`config.mk`:
```
export PLATFORM = sky130hd
export DESIGN_NAME = bcd2bin
export DESIGN_NICKNAME = d
export VERILOG_FILES = /design/src/rtl/bcd2bin.sv
export SDC_FILE = /design/constraint.sdc
export NUM_CORES = 1
export LEC_CHECK = 0
export ABC_AREA = 1
export BUFFER_PORTS_ARGS = -buffer_cell sky130_fd_sc_hd__buf_4
export CORE_MARGIN = 2
export CORE_UTILIZATION = 52
export CTS_CLUSTER_DIAMETER = 100
export DETAILED_ROUTE_END_ITERATION = 10
export PLACE_DENSITY = 0.77
export SETUP_SLACK_MARGIN = 0.1
export SYNTH_ARGS = -nofsm -noshare
export SYNTH_HDL_FRONTEND = slang
export SYNTH_SLANG_ARGS = --single-unit
```
`constraint.sdc`:
```
create_clock -name clk -period 3.6 [get_ports clk]
set_input_delay 0 -clock clk [delete_from_list [all_inputs] [get_ports clk]]
set_output_delay 0 -clock clk [all_outputs]
set_load 0.005 [all_outputs]
```
`src/rtl/bcd2bin.sv`:
```
// rtl/bcd2bin.sv - multi-cycle packed-BCD to unsigned binary converter
//
// Reverse double-dabble: the BCD word and the binary accumulator form one
// long register that is shifted right one bit per SHIFT cycle.  Between
// shifts, every BCD digit that reads 8 or more has 3 subtracted (ADJ cycle),
// undoing the halving of the decimal weight that crossed a digit boundary.
// BIN_W shifts and BIN_W-1 adjusts give a result 2*BIN_W-1 cycles after start.
//
// Ports:
//   clk      - clock, rising edge
//   rst_n    - asynchronous active-low reset
//   start_i  - conversion request, sampled only while idle
//   bcd_i    - packed BCD input, digit k at bits [4k+3:4k], sampled with start
//   busy_o   - high while a conversion is running
//   done_o   - one-cycle pulse when bin_o/err_o update
//   bin_o    - registered binary result, held until the next done_o
//   err_o    - invalid-digit flag, valid with done_o and held with bin_o
//
// Build option: define BCD2BIN_DIGIT_CHECK_EN to flag input digits above 9
// (err_o=1, bin_o=0).  Without it err_o is tied low and no check logic exists.

module bcd2bin #(
    parameter int DIGITS = 6,
    parameter int BIN_W  = 20
) (
    input  logic                  clk,
    input  logic                  rst_n,
    input  logic                  start_i,
    input  logic [4*DIGITS-1:0]   bcd_i,
    output logic                  busy_o,
    output logic                  done_o,
    output logic [BIN_W-1:0]      bin_o,
    output logic                  err_o
);

    localparam int DW    = 4 * DIGITS;
    localparam int CNT_W = $clog2(BIN_W + 1);

    // Largest decimal value DIGITS digits can hold; the result must fit it.
    function automatic longint unsigned max_dec(input int d);
        longint unsigned v;
        v = 1;
        for (int i = 0; i < d; i++) begin
            v = v * 10;
        end
        return v - 1;
    endfunction

    localparam longint unsigned MAX_DEC = max_dec(DIGITS);

    generate
        if (BIN_W < 64) begin : g_width_check
            if ((64'd1 << BIN_W) <= MAX_DEC) begin : g_width_error
                $error("bcd2bin: BIN_W too small to hold the largest %0d-digit value", DIGITS);
            end
        end
    endgenerate

    typedef enum logic [1:0] {
        S_IDLE  = 2'd0,
        S_SHIFT = 2'd1,
        S_ADJ   = 2'd2
    } state_t;

    state_t             state_q, state_d;
    logic [DW-1:0]      bcd_buf_q, bcd_buf_d;
    logic [BIN_W-1:0]   bin_buf_q, bin_buf_d;
    logic [CNT_W-1:0]   cnt_q, cnt_d;
    logic [BIN_W-1:0]   bin_q, bin_d;
    logic               done_q, done_d;

    logic [DW-1:0]      bcd_shift;
    logic [BIN_W-1:0]   bin_shift;
    logic [DW-1:0]      bcd_adj;
    logic               last_shift;

    // One combined right shift: bcd LSB falls into bin MSB, zero enters bcd MSB.
    assign {bcd_shift, bin_shift} = {bcd_buf_q, bin_buf_q} >> 1;

    // Per-digit correction, digits independent (no borrow between them).
    generate
        for (genvar k = 0; k < DIGITS; k++) begin : g_adj
            assign bcd_adj[4*k +: 4] = (bcd_buf_q[4*k +: 4] >= 4'd8)
                                     ? (bcd_buf_q[4*k +: 4] - 4'd3)
                                     : bcd_buf_q[4*k +: 4];
        end
    endgenerate

    assign last_shift = (state_q == S_SHIFT) && (cnt_q == CNT_W'(BIN_W - 1));

`ifdef BCD2BIN_DIGIT_CHECK_EN
    logic bad_q, bad_d;
    logic err_q, err_d;
    logic [DIGITS-1:0] digit_bad;

    generate
        for (genvar k = 0; k < DIGITS; k++) begin : g_chk
            assign digit_bad[k] = (bcd_i[4*k +: 4] > 4'd9);
        end
    endgenerate
`endif

    // State register
    always_ff @(posedge clk or negedge rst_n) begin
        if (!rst_n) begin
            state_q <= S_IDLE;
        end else begin
            state_q <= state_d;
        end
    end

    // Next-state logic
    always_comb begin
        state_d = state_q;
        case (state_q)
            S_IDLE:  if (start_i) state_d = S_SHIFT;
            S_SHIFT: state_d = last_shift ? S_IDLE : S_ADJ;
            S_ADJ:   state_d = S_SHIFT;
            default: state_d = S_IDLE;
        endcase
    end

    // Output decode from registered state only
    always_comb begin
        busy_o = (state_q != S_IDLE);
    end

    // Datapath next-state
    always_comb begin
        bcd_buf_d = bcd_buf_q;
        bin_buf_d = bin_buf_q;
        cnt_d     = cnt_q;
        bin_d     = bin_q;
        done_d    = 1'b0;
`ifdef BCD2BIN_DIGIT_CHECK_EN
        bad_d     = bad_q;
        err_d     = err_q;
`endif
        case (state_q)
            S_IDLE: begin
                if (start_i) begin
                    bcd_buf_d = bcd_i;
                    bin_buf_d = '0;
                    cnt_d     = '0;
`ifdef BCD2BIN_DIGIT_CHECK_EN
                    bad_d     = |digit_bad;
`endif
                end
            end
            S_SHIFT: begin
                bcd_buf_d = bcd_shift;
                bin_buf_d = bin_shift;
                cnt_d     = cnt_q + CNT_W'(1);
                if (last_shift) begin
                    done_d = 1'b1;
`ifdef BCD2BIN_DIGIT_CHECK_EN
                    bin_d  = bad_q ? '0 : bin_shift;
                    err_d  = bad_q;
`else
                    bin_d  = bin_shift;
`endif
                end
            end
            S_ADJ: begin
                bcd_buf_d = bcd_adj;
            end
            default: begin
                bcd_buf_d = bcd_buf_q;
            end
        endcase
    end

    // Datapath registers
    always_ff @(posedge clk or negedge rst_n) begin
        if (!rst_n) begin
            bcd_buf_q <= '0;
            bin_buf_q <= '0;
            cnt_q     <= '0;
            bin_q     <= '0;
            done_q    <= 1'b0;
`ifdef BCD2BIN_DIGIT_CHECK_EN
            bad_q     <= 1'b0;
            err_q     <= 1'b0;
`endif
        end else begin
            bcd_buf_q <= bcd_buf_d;
            bin_buf_q <= bin_buf_d;
            cnt_q     <= cnt_d;
            bin_q     <= bin_d;
            done_q    <= done_d;
`ifdef BCD2BIN_DIGIT_CHECK_EN
            bad_q     <= bad_d;
            err_q     <= err_d;
`endif
        end
    end

    assign done_o = done_q;
    assign bin_o  = bin_q;
`ifdef BCD2BIN_DIGIT_CHECK_EN
    assign err_o  = err_q;
`else
    assign err_o  = 1'b0;
`endif

endmodule

```
# ---- Word-level counts from Yosys, hierarchy flattened
# Index checks and enable logic that the tools add are counted.
dict set report op_classes {
  n_eq_ne 10
  reduce_logical 13
  multipliers 0
  order_cmp 6
  n_mux 17
  n_shift 0
  n_addsub 7
  n_bitwise 0
  div_mod_pow 0
}
# op n
set op_table {}
lappend op_table {{$pmux W24 S3} 1}
lappend op_table {{$pmux W20 S2} 1}
lappend op_table {{$ge A4 B4 Y1 const B} 6}
lappend op_table {{$mux W24} 1}
lappend op_table {{$mux W4} 6}
lappend op_table {{$sub A4 B2 Y4 const B} 6}
lappend op_table {{$mux W20} 1}
lappend op_table {{$reduce_and A3 Y1} 6}
lappend op_table {{$ne A2 B2 Y1 const B} 7}
lappend op_table {{$pmux W5 S2} 1}
lappend op_table {{$pmux W2 S3} 1}
lappend op_table {{$add A5 B1 Y5 const B} 1}
lappend op_table {{$eq A5 B5 Y1 const B} 1}
lappend op_table {{$mux W5} 1}
lappend op_table {{$mux W2} 2}
lappend op_table {{$reduce_and A2 Y1} 2}
lappend op_table {{$reduce_bool A2 Y1} 2}
lappend op_table {{$reduce_bool A3 Y1} 1}
lappend op_table {{$eq A2 B1 Y1 const B} 1}
lappend op_table {{$eq A2 B2 Y1 const B} 1}
lappend op_table {{$logic_not A2 Y1} 1}
lappend op_table {{$mux W1} 2}
lappend op_table {{$logic_and A1 B1 Y1} 1}
dict set report word_totals {
  romBits 0
  inputBits 27
  word_cells 64
  n_memories 0
  mem_bits_rw 0
  reg_bits 72
  out_inout_bits 23
  latchBits 0
}

# ---- Depth between registers and ports, before layout
# Gate-level depths: netlist (run 1).
dict set report logic_depth {
  ltp_word 4
  depth_mapped 9
  mapped_depth_nobuf 9
}

# ---- Worst setup path after synthesis (run 1)
# OpenSTA, ideal clock, no wires.
dict set report synth_path {
  path_type {register to register}
  startpoint {reg state_q[0]}
  endpoint {reg bcd_buf_q[8]}
  slack_ns 2.143
  setup_ns 0.126
  arrival_time_ns 1.331
  path_buffers 0
  path_stages_with_launch 9
  synth_period_minus_slack_ns 1.457
  t_required_ns 3.474
  path_cell_list {dfrtp_1 inv_1 ha_1 nand2_1 clkinv_1 nand2_1 nand3_1 nand2_1 o21ai_0}
}
dict set report synth_via {
  elab_chain_cells 3
  word_cells_on_any_way 8
  classes_between {eq/ne (4); mux (1); reduce/logical (3)}
}
# element line_no
set synth_lines {}
lappend synth_lines {{start: declaration} 65} ;# state_t state_q, state_d;
lappend synth_lines {{start signal: assignment} 108} ;# state_q <= state_d;
lappend synth_lines {{$eq A2 B2 Y1 (tied with other cells)} 139} ;# case (state_q)
lappend synth_lines {{$ne A2 B2 Y1 (no line) or $reduce_bool A3 Y1 (tied branches)} -}
lappend synth_lines {{$reduce_and A3 Y1 (no line)} -}
lappend synth_lines {{end signal: assignment} 186} ;# bcd_buf_q <= bcd_buf_d;
lappend synth_lines {{end: declaration} 66} ;# logic [DW-1:0] bcd_buf_q, bcd_buf_d;
# Parallel ways exist; a longest one is shown, timed or not.
# A chain may end at the register's enable or synchronous reset.

# ---- Worst setup path after layout (run 1)
dict set report layout_path {
  startpoint {reg state_q[1]}
  endpoint {reg cnt_q[2]}
}
dict set report layout_via {
  elab_chain_cells 3
  word_cells_on_any_way 6
  classes_between {eq/ne (2); mux (1); reduce/logical (3)}
}
# element line_no
set layout_lines {}
lappend layout_lines {{$eq A2 B1 Y1 or $logic_not A2 Y1 (tied branches)} 139}
lappend layout_lines {{$reduce_bool A2 Y1 (no line) or $ne A2 B2 Y1 (tied branches)} -}
lappend layout_lines {{$reduce_and A2 Y1 (no line)} -}
lappend layout_lines {{end signal: assignment} 188} ;# cnt_q <= cnt_d;
lappend layout_lines {{end: declaration} 68} ;# logic [CNT_W-1:0] cnt_q, cnt_d;
# Parallel ways exist; a longest one is shown, timed or not.

==> flow_metrics.tcl, run 1 <==
set metrics [dict create \
    syn_avg_cell_area_um2 7.815 \
    wirelength_um 7809 \
    hp-class "in2reg" \
    nNetsFinal 601 \
    placed_area_um2 4223 \
    r2r_setup_slack_ps 1310 \
    synth_common_cells "nand2_1, inv_1, dfrtp_1" \
    port-buffer-count 48 \
    clkLatencyLatePin_ps 350 \
    outcome "complete, no violations" \
    ant_nets 0 \
    synthTopCellsByArea "dfrtp_1, nand2_1, inv_1" \
    core_um2 7214 \
    first_pass_iters 5 \
    period_needed_ps 2287 \
    synth_compound_area_share_pct 12.95 \
    setup_viol 0 \
    synthMuxAreaShare_pct 0 \
    place_ws_ps 1338 \
    fp-row-count 31 \
    cts_htree_levels 3 \
    synth_cells 492 \
    r2r-start "state_q[1]" \
    netlist_area_um2 3845 \
    min_to "bcd_buf_q[6]" \
    start_kind "register" \
    synthAdderAreaFrac_pct 5.532 \
    dp_hpwl_um 5129 \
    crit_fanout 25 \
    ir_worst_vdd_v 0.0004821 \
    design_area_um2 4619 \
    wl_per_cell_um 11.83 \
    ys_seq_area_share_pct 46.21 \
    async_flop_share_pct 100.0 \
    rsz0062_at_grt "no" \
    synth_top_cell_by_area "dfrtp_1" \
    grt_overflow_total 0 \
    utilization_pct 64.03 \
    place_inst 624 \
    relSlewSlack_pct 41.66 \
    first_global_vias 3051 \
    antenna_found_initial 0 \
    finalSetupTns_ps 0 \
    finalPower_mw 3.410 \
    dieHeight_um 89.99 \
    finClkSkew_ps 7.588 \
    cts_made_buffers 9 \
    start_util_pct 53.30 \
    die_area_um2 8098 \
    drc 0 \
    tightest_slew_ps 875.0 \
    syn2layout_area_growth_pct 20.14 \
    p_leak_nw 2.364 \
    maxCapViolCount 0 \
    ys_warn_count 0 \
    powerDensity_nw_per_um2 738.3 \
    fmax_ghz 0.4372 \
    r2r_end "cnt_q[2]" \
    drive_gt1_share_pct 16.58 \
    cts_sinks 71 \
    num_io_pins 50 \
    syn-num-nets 536 \
    fillers 624 \
    cts_tree "built" \
    grt_max_degree 72 \
    period_share_pct 63.53 \
    die_x_um 89.99 \
    place.gp.congestion 0.8541 \
    hold_viol_final 0 \
    synth.most_common_cell "nand2_1" \
    post_cts_buffers 0 \
    grt_pass1_wl_um 13670 \
    synth_top_area_share_pct 46.21 \
    diodes 0 \
    viasPerCell 4.927 \
    synth_top_family_by_area "simple AND/OR/NAND/NOR gates" \
    synthSimpleGateAreaFrac_pct 24.54 \
    grt_usage_pct 20.67 \
    drtIter0Drc 127 \
    cts_root_buffer "clkbuf_8" \
    end_kind "register" \
    ys_ff_latch 71 \
    clk_pin_slew_ps 80 \
    synthFlopType "dfrtp_1" \
    hold_ws_ps 3.252 \
    min_delay_path_depth 5 \
    hold_path_startpoint "bcd_i[6]" \
    synth_cell_types 25 \
    required_ps 3840 \
    slew_violations 0 \
    synth_edf_count 0 \
    synth-xor-area-share_pct 0 \
    setup_ws_ps 1313 \
    crit_type "reg2reg" \
    cts.path.max_buffers 2 \
    stdcell_count 660 \
    arrival_ps 2530 \
    via_count 3252 \
    worst_r2r_path_depth 7 \
]
flip-flops by register name, summed over array words and instances (netlist names):
signal	flops
bcd_buf_q	24
bin_o	20
bin_buf_q	19
cnt_q	5
state_q	2
done_o	1
area by class of cell:
cell class	count	area, um2	area share, %
flip-flops and latches	71	1777	38.46
multi-input cells	326	1658	35.89
repair buffers	70	578.1	12.51
inverters	79	296.5	6.419
clock buffers	9	123.9	2.681
well taps	99	123.9	2.681
clock inverters	6	62.56	1.354
cell families after synthesis:
family	count (synthesis)
compound gates	78
fa+ha+maj	17
flops	71
buf+inv	95
other cells	1
simple gates	230
worst max-delay path: stages (launching register included):
cell     delay [ps]
dfrtp_1         410
inv_1           110
ha_1            630
nand2_2         440
nand2_4         360
nand3_1         110
nand2_1          70
nor2_1           40
how the worst max path moves through the flow:
stage	endpoint	startpoint	depth (start not counted)
after floorplan	bcd_buf_q[8]	state_q[0]	8
after global placement	cnt_q[2]	state_q[1]	7
after detailed placement	cnt_q[3]	state_q[1]	7
after CTS	cnt_q[2]	state_q[1]	7
after global routing	cnt_q[2]	state_q[1]	7
final	cnt_q[2]	state_q[1]	7
timing repair:
item | CTS | global route
gates resized for setup | 0 | 0
hold buffers | 21 | 0
hold endpoints to repair | 92 | 0
endpoints found under the setup margin | 0 | 0
per-layer routing:
| metal | global-route usage [%] | share of wire (%) | vias up |
|---|---|---|---|
| met5 | 0 | 0 | - |
| met4 | 5.769 | 1.1 | 0 |
| met3 | 4.862 | 4.5 | 9 |
| met2 | 36.05 | 50 | 82 |
| met1 | 25.81 | 44 | 1496 |
| li1 | - | - | 1665 |
where the power goes:
group | internal, mW | switching, mW
clock network | 0.315 | 0.303
logic | 0.542 | 1.06
registers | 1.01 | 0.183
layout by cell type (no fill, tap or decap), drive strengths merged:
cell type / count
bufinv: 1
nor3: 1
o21ai: 39
inv: 78
nand3: 23
ha: 17
a21oi: 15
and3: 1
nand2: 164
clkinv: 6
nand4: 2
dfrtp: 71
o22ai: 19
dlygate4sd3: 21
o211ai: 5
nand3b: 1
clkbuf: 9
conb: 1
buf: 49
nor2: 38
(Power assumes the default switching activity.)
==> inputs of run 2 (changes only) <==
--- a/config.mk
+++ b/config.mk
@@ -5,7 +5,7 @@
 export SDC_FILE = /design/constraint.sdc
 export NUM_CORES = 1
 export LEC_CHECK = 0
-export ABC_AREA = 1
+export ABC_AREA = 0
 export BUFFER_PORTS_ARGS = -buffer_cell sky130_fd_sc_hd__buf_4
 export CORE_MARGIN = 2
 export CORE_UTILIZATION = 52
==> constraint.sdc (replaced) <==
create_clock -name clk -period 2.4 [get_ports clk]
set_input_delay 0 -clock clk [delete_from_list [all_inputs] [get_ports clk]]
set_output_delay 0 -clock clk [all_outputs]
set_load 0.005 [all_outputs]
==> run 2 against run 1 <==
Die area down 6.9%. Critical path depth fell by 2. Synthesized area is 7.2% lower. Via count decreased by 14%. Register-to-register slack worse by 860 ps. Final area is 5.1% lower. Critical endpoint is now bcd_buf_q[8]. Largest cell class unchanged. Largest power group unchanged.
==> flow_metrics.tcl, run 2 <==
set metrics [dict create \
    sequentialPowerShare_pct 36.3 \
    finalSetupTns_ps 0 \
    place.gp.congestion 0.8047 \
    utilization_pct 65.21 \
    drtIter0Drc 151 \
    wl_per_cell_um 16.14 \
    power.share.clock_pct 16.0 \
    swShare_pct 40.11 \
    cts.path.max_buffers 2 \
    end_kind "register" \
    worst_r2r_path_depth 5 \
    antenna_found_initial 0 \
    ys_warn_count 0 \
    dieHeight_um 86.83 \
    crit_fanout 19 \
    hold_path_startpoint "bcd_i[6]" \
    first_global_vias 2759 \
    powerDensity_nw_per_um2 1372 \
    grt_overflow_total 0 \
    synth.most_common_cell "dfrtp_1" \
    period_share_pct 81.30 \
    start_util_pct 53.09 \
    critPathBufInv 2 \
    outcome "complete, no violations" \
    core_um2 6719 \
    synth_common_cells "dfrtp_1, nor2_1, mux2_2, o31ai_1, a22o_1" \
    synth_cell_types 34 \
    synthFlopType "dfrtp_1" \
    arrival_ps 2170 \
    syn2layout_area_growth_pct 22.83 \
    setup_viol 0 \
    num_io_pins 50 \
    die_x_um 86.83 \
    hold_viol_final 0 \
    synth_edf_count 0 \
    syn-num-nets 363 \
    viasPerCell 5.926 \
    async_flop_share_pct 100.0 \
    max_stage_delay_ps 450 \
    pwr-share-comb_pct 47.7 \
    diodes 0 \
    synth_top_area_share_pct 49.81 \
    top_register "bcd_buf_q" \
    wirelength_um 7585 \
    grt_pass1_wl_um 12990 \
    ir_worst_vdd_v 0.0006306 \
    cts_made_buffers 9 \
    synthTopCellsByArea "dfrtp_1, mux2_2, ha_1" \
    grt_usage_pct 21.94 \
    cts_tree "built" \
    netlist_area_um2 3567 \
    ys_seq_area_share_pct 49.81 \
    cp_top_family "compound AO/OA/AOI/OAI gates" \
    clk_pin_slew_ps 80 \
    clkLatencyLatePin_ps 340 \
    first_pass_iters 5 \
    min_to "bcd_buf_q[6]" \
    place_inst 436 \
    syn_avg_cell_area_um2 11.18 \
    start_kind "register" \
    fillers 532 \
    synth_cells 319 \
    r2r_end "bcd_buf_q[8]" \
    dp_hpwl_um 4983 \
    p_leak_nw 2.035 \
    nNetsFinal 429 \
    port-buffer-count 48 \
    r2r-start "state_q[0]" \
    drive_gt1_share_pct 25.13 \
    layout_commonest_cell "dfrtp_1" \
    rsz0062_at_grt "no" \
    r2r_setup_slack_ps 450 \
    crit_slowest_cell "clkinv_1" \
    finClkSkew_ps 7.510 \
    tightest_slew_ps 883.3 \
    cts_sinks 71 \
    largest_reg_flops 24 \
    period_needed_ps 1951 \
    grt_max_degree 72 \
    drc 0 \
    ys_ff_latch 71 \
    min_delay_path_depth 3 \
    final_cell_mix "dfrtp_1, buf_4, nor2_1, o31ai_1, mux2_2" \
    crit_type "reg2reg" \
    p_switching_mw 2.410 \
    post_cts_buffers 0 \
    hp-class "in2reg" \
    cts_hold_buf 18 \
    via_count 2785 \
    slew_violations 0 \
    die_area_um2 7539 \
    cts_root_buffer "clkbuf_8" \
    synth_top_cell_by_area "dfrtp_1" \
    ant_nets 0 \
    cts_htree_levels 3 \
    required_ps 2620 \
    finalPower_mw 6.010 \
    stdcell_count 470 \
    maxCapViolCount 0 \
    fmax_ghz 0.5125 \
    fp-row-count 30 \
    relSlewSlack_pct 41.11 \
    cts-resized-gates 0 \
    path_cells "inv_1 > ha_1 > clkinv_1 > a221oi_1 > o41ai_1" \
    p_int_mw 3.600 \
]
[run 2: cell type report]
| class | instances | area, um2 | share of cell area [%] |
|---|---|---|---|
| flip-flops and latches | 71 | 1777 | 40.55 |
| well taps | 80 | 100.1 | 2.284 |
| multi-input cells | 205 | 1598 | 36.46 |
| repair buffers | 79 | 638.1 | 14.56 |
| clock inverters | 6 | 70.07 | 1.599 |
| clock buffers | 10 | 127.6 | 2.913 |
| inverters | 19 | 71.32 | 1.628 |
[run 2: kinds of logic (layout without fill, tap and decap cells)]
| kind of cell | Yosys count | after routing | share of synthesized area, % |
|---|---|---|---|
| multiplexers | 21 | 21 | 6.594 |
| flip-flops | 71 | 71 | 49.81 |
| AO/OA/AOI/OAI | 103 | 103 | 22.69 |
| AND/OR/NAND/NOR | 57 | 57 | 7.857 |
| XOR/XNOR | 6 | 6 | 1.473 |
| buffers and inverters | 43 | 114 | 5.507 |
| adder cells (fa/ha/maj) | 17 | 17 | 5.963 |
| other | 1 | 1 | 0.1051 |
[run 2: how the worst max path moves through the flow]
stage	from	endpoint	slack (ps)	cells past startpoint
2_1_floorplan	state_q[0]	bcd_buf_q[3]	660	7
3_3_place_gp	state_q[0]	bcd_buf_q[21]	540	4
3_5_place_dp	state_q[0]	bcd_buf_q[6]	470	5
4_1_cts	state_q[0]	bcd_buf_q[8]	450	5
5_1_grt	state_q[0]	bcd_buf_q[13]	240	5
6_report	state_q[0]	bcd_buf_q[8]	450	5
[run 2: worst register-to-register path, cell delays in order (launching register included)]
cell and delay [ps]:
dfrtp_1 410, inv_1 80, ha_1 340, clkinv_1 450, a221oi_1 440, o41ai_1 100
[run 2: per-layer routing]
layer | part of all wire (%) | routed length [um] | global-route usage (%)
met1 | 44 | 3337 | 28.75
met2 | 49 | 3748 | 34.98
met3 | 5.0 | 380 | 5.524
met4 | 1.6 | 119 | 8.523
met5 | 0 | 0 | 0
[run 2: power by group through the flow]
stage	sequential (mW)	combinational, mW	clock (mW)
floorplan	2.10	2.06	0
global placement	2.18	2.77	0
detailed placement	2.21	2.85	0
CTS	2.18	2.89	0.984
global route	2.27	3.21	1.04
finish	2.18	2.87	0.959
[run 2: metrics by stage]
stage               worst slack, ps  instance area, um2  hold WS [ps]
finish                        448.7                4382         23.12
global route                  236.2                4382         15.98
CTS                           448.6                4382         11.88
detailed placement            473.3                4004         181.3
global placement              544.1                4004         177.9
floorplan                     661.1                3567        -295.6
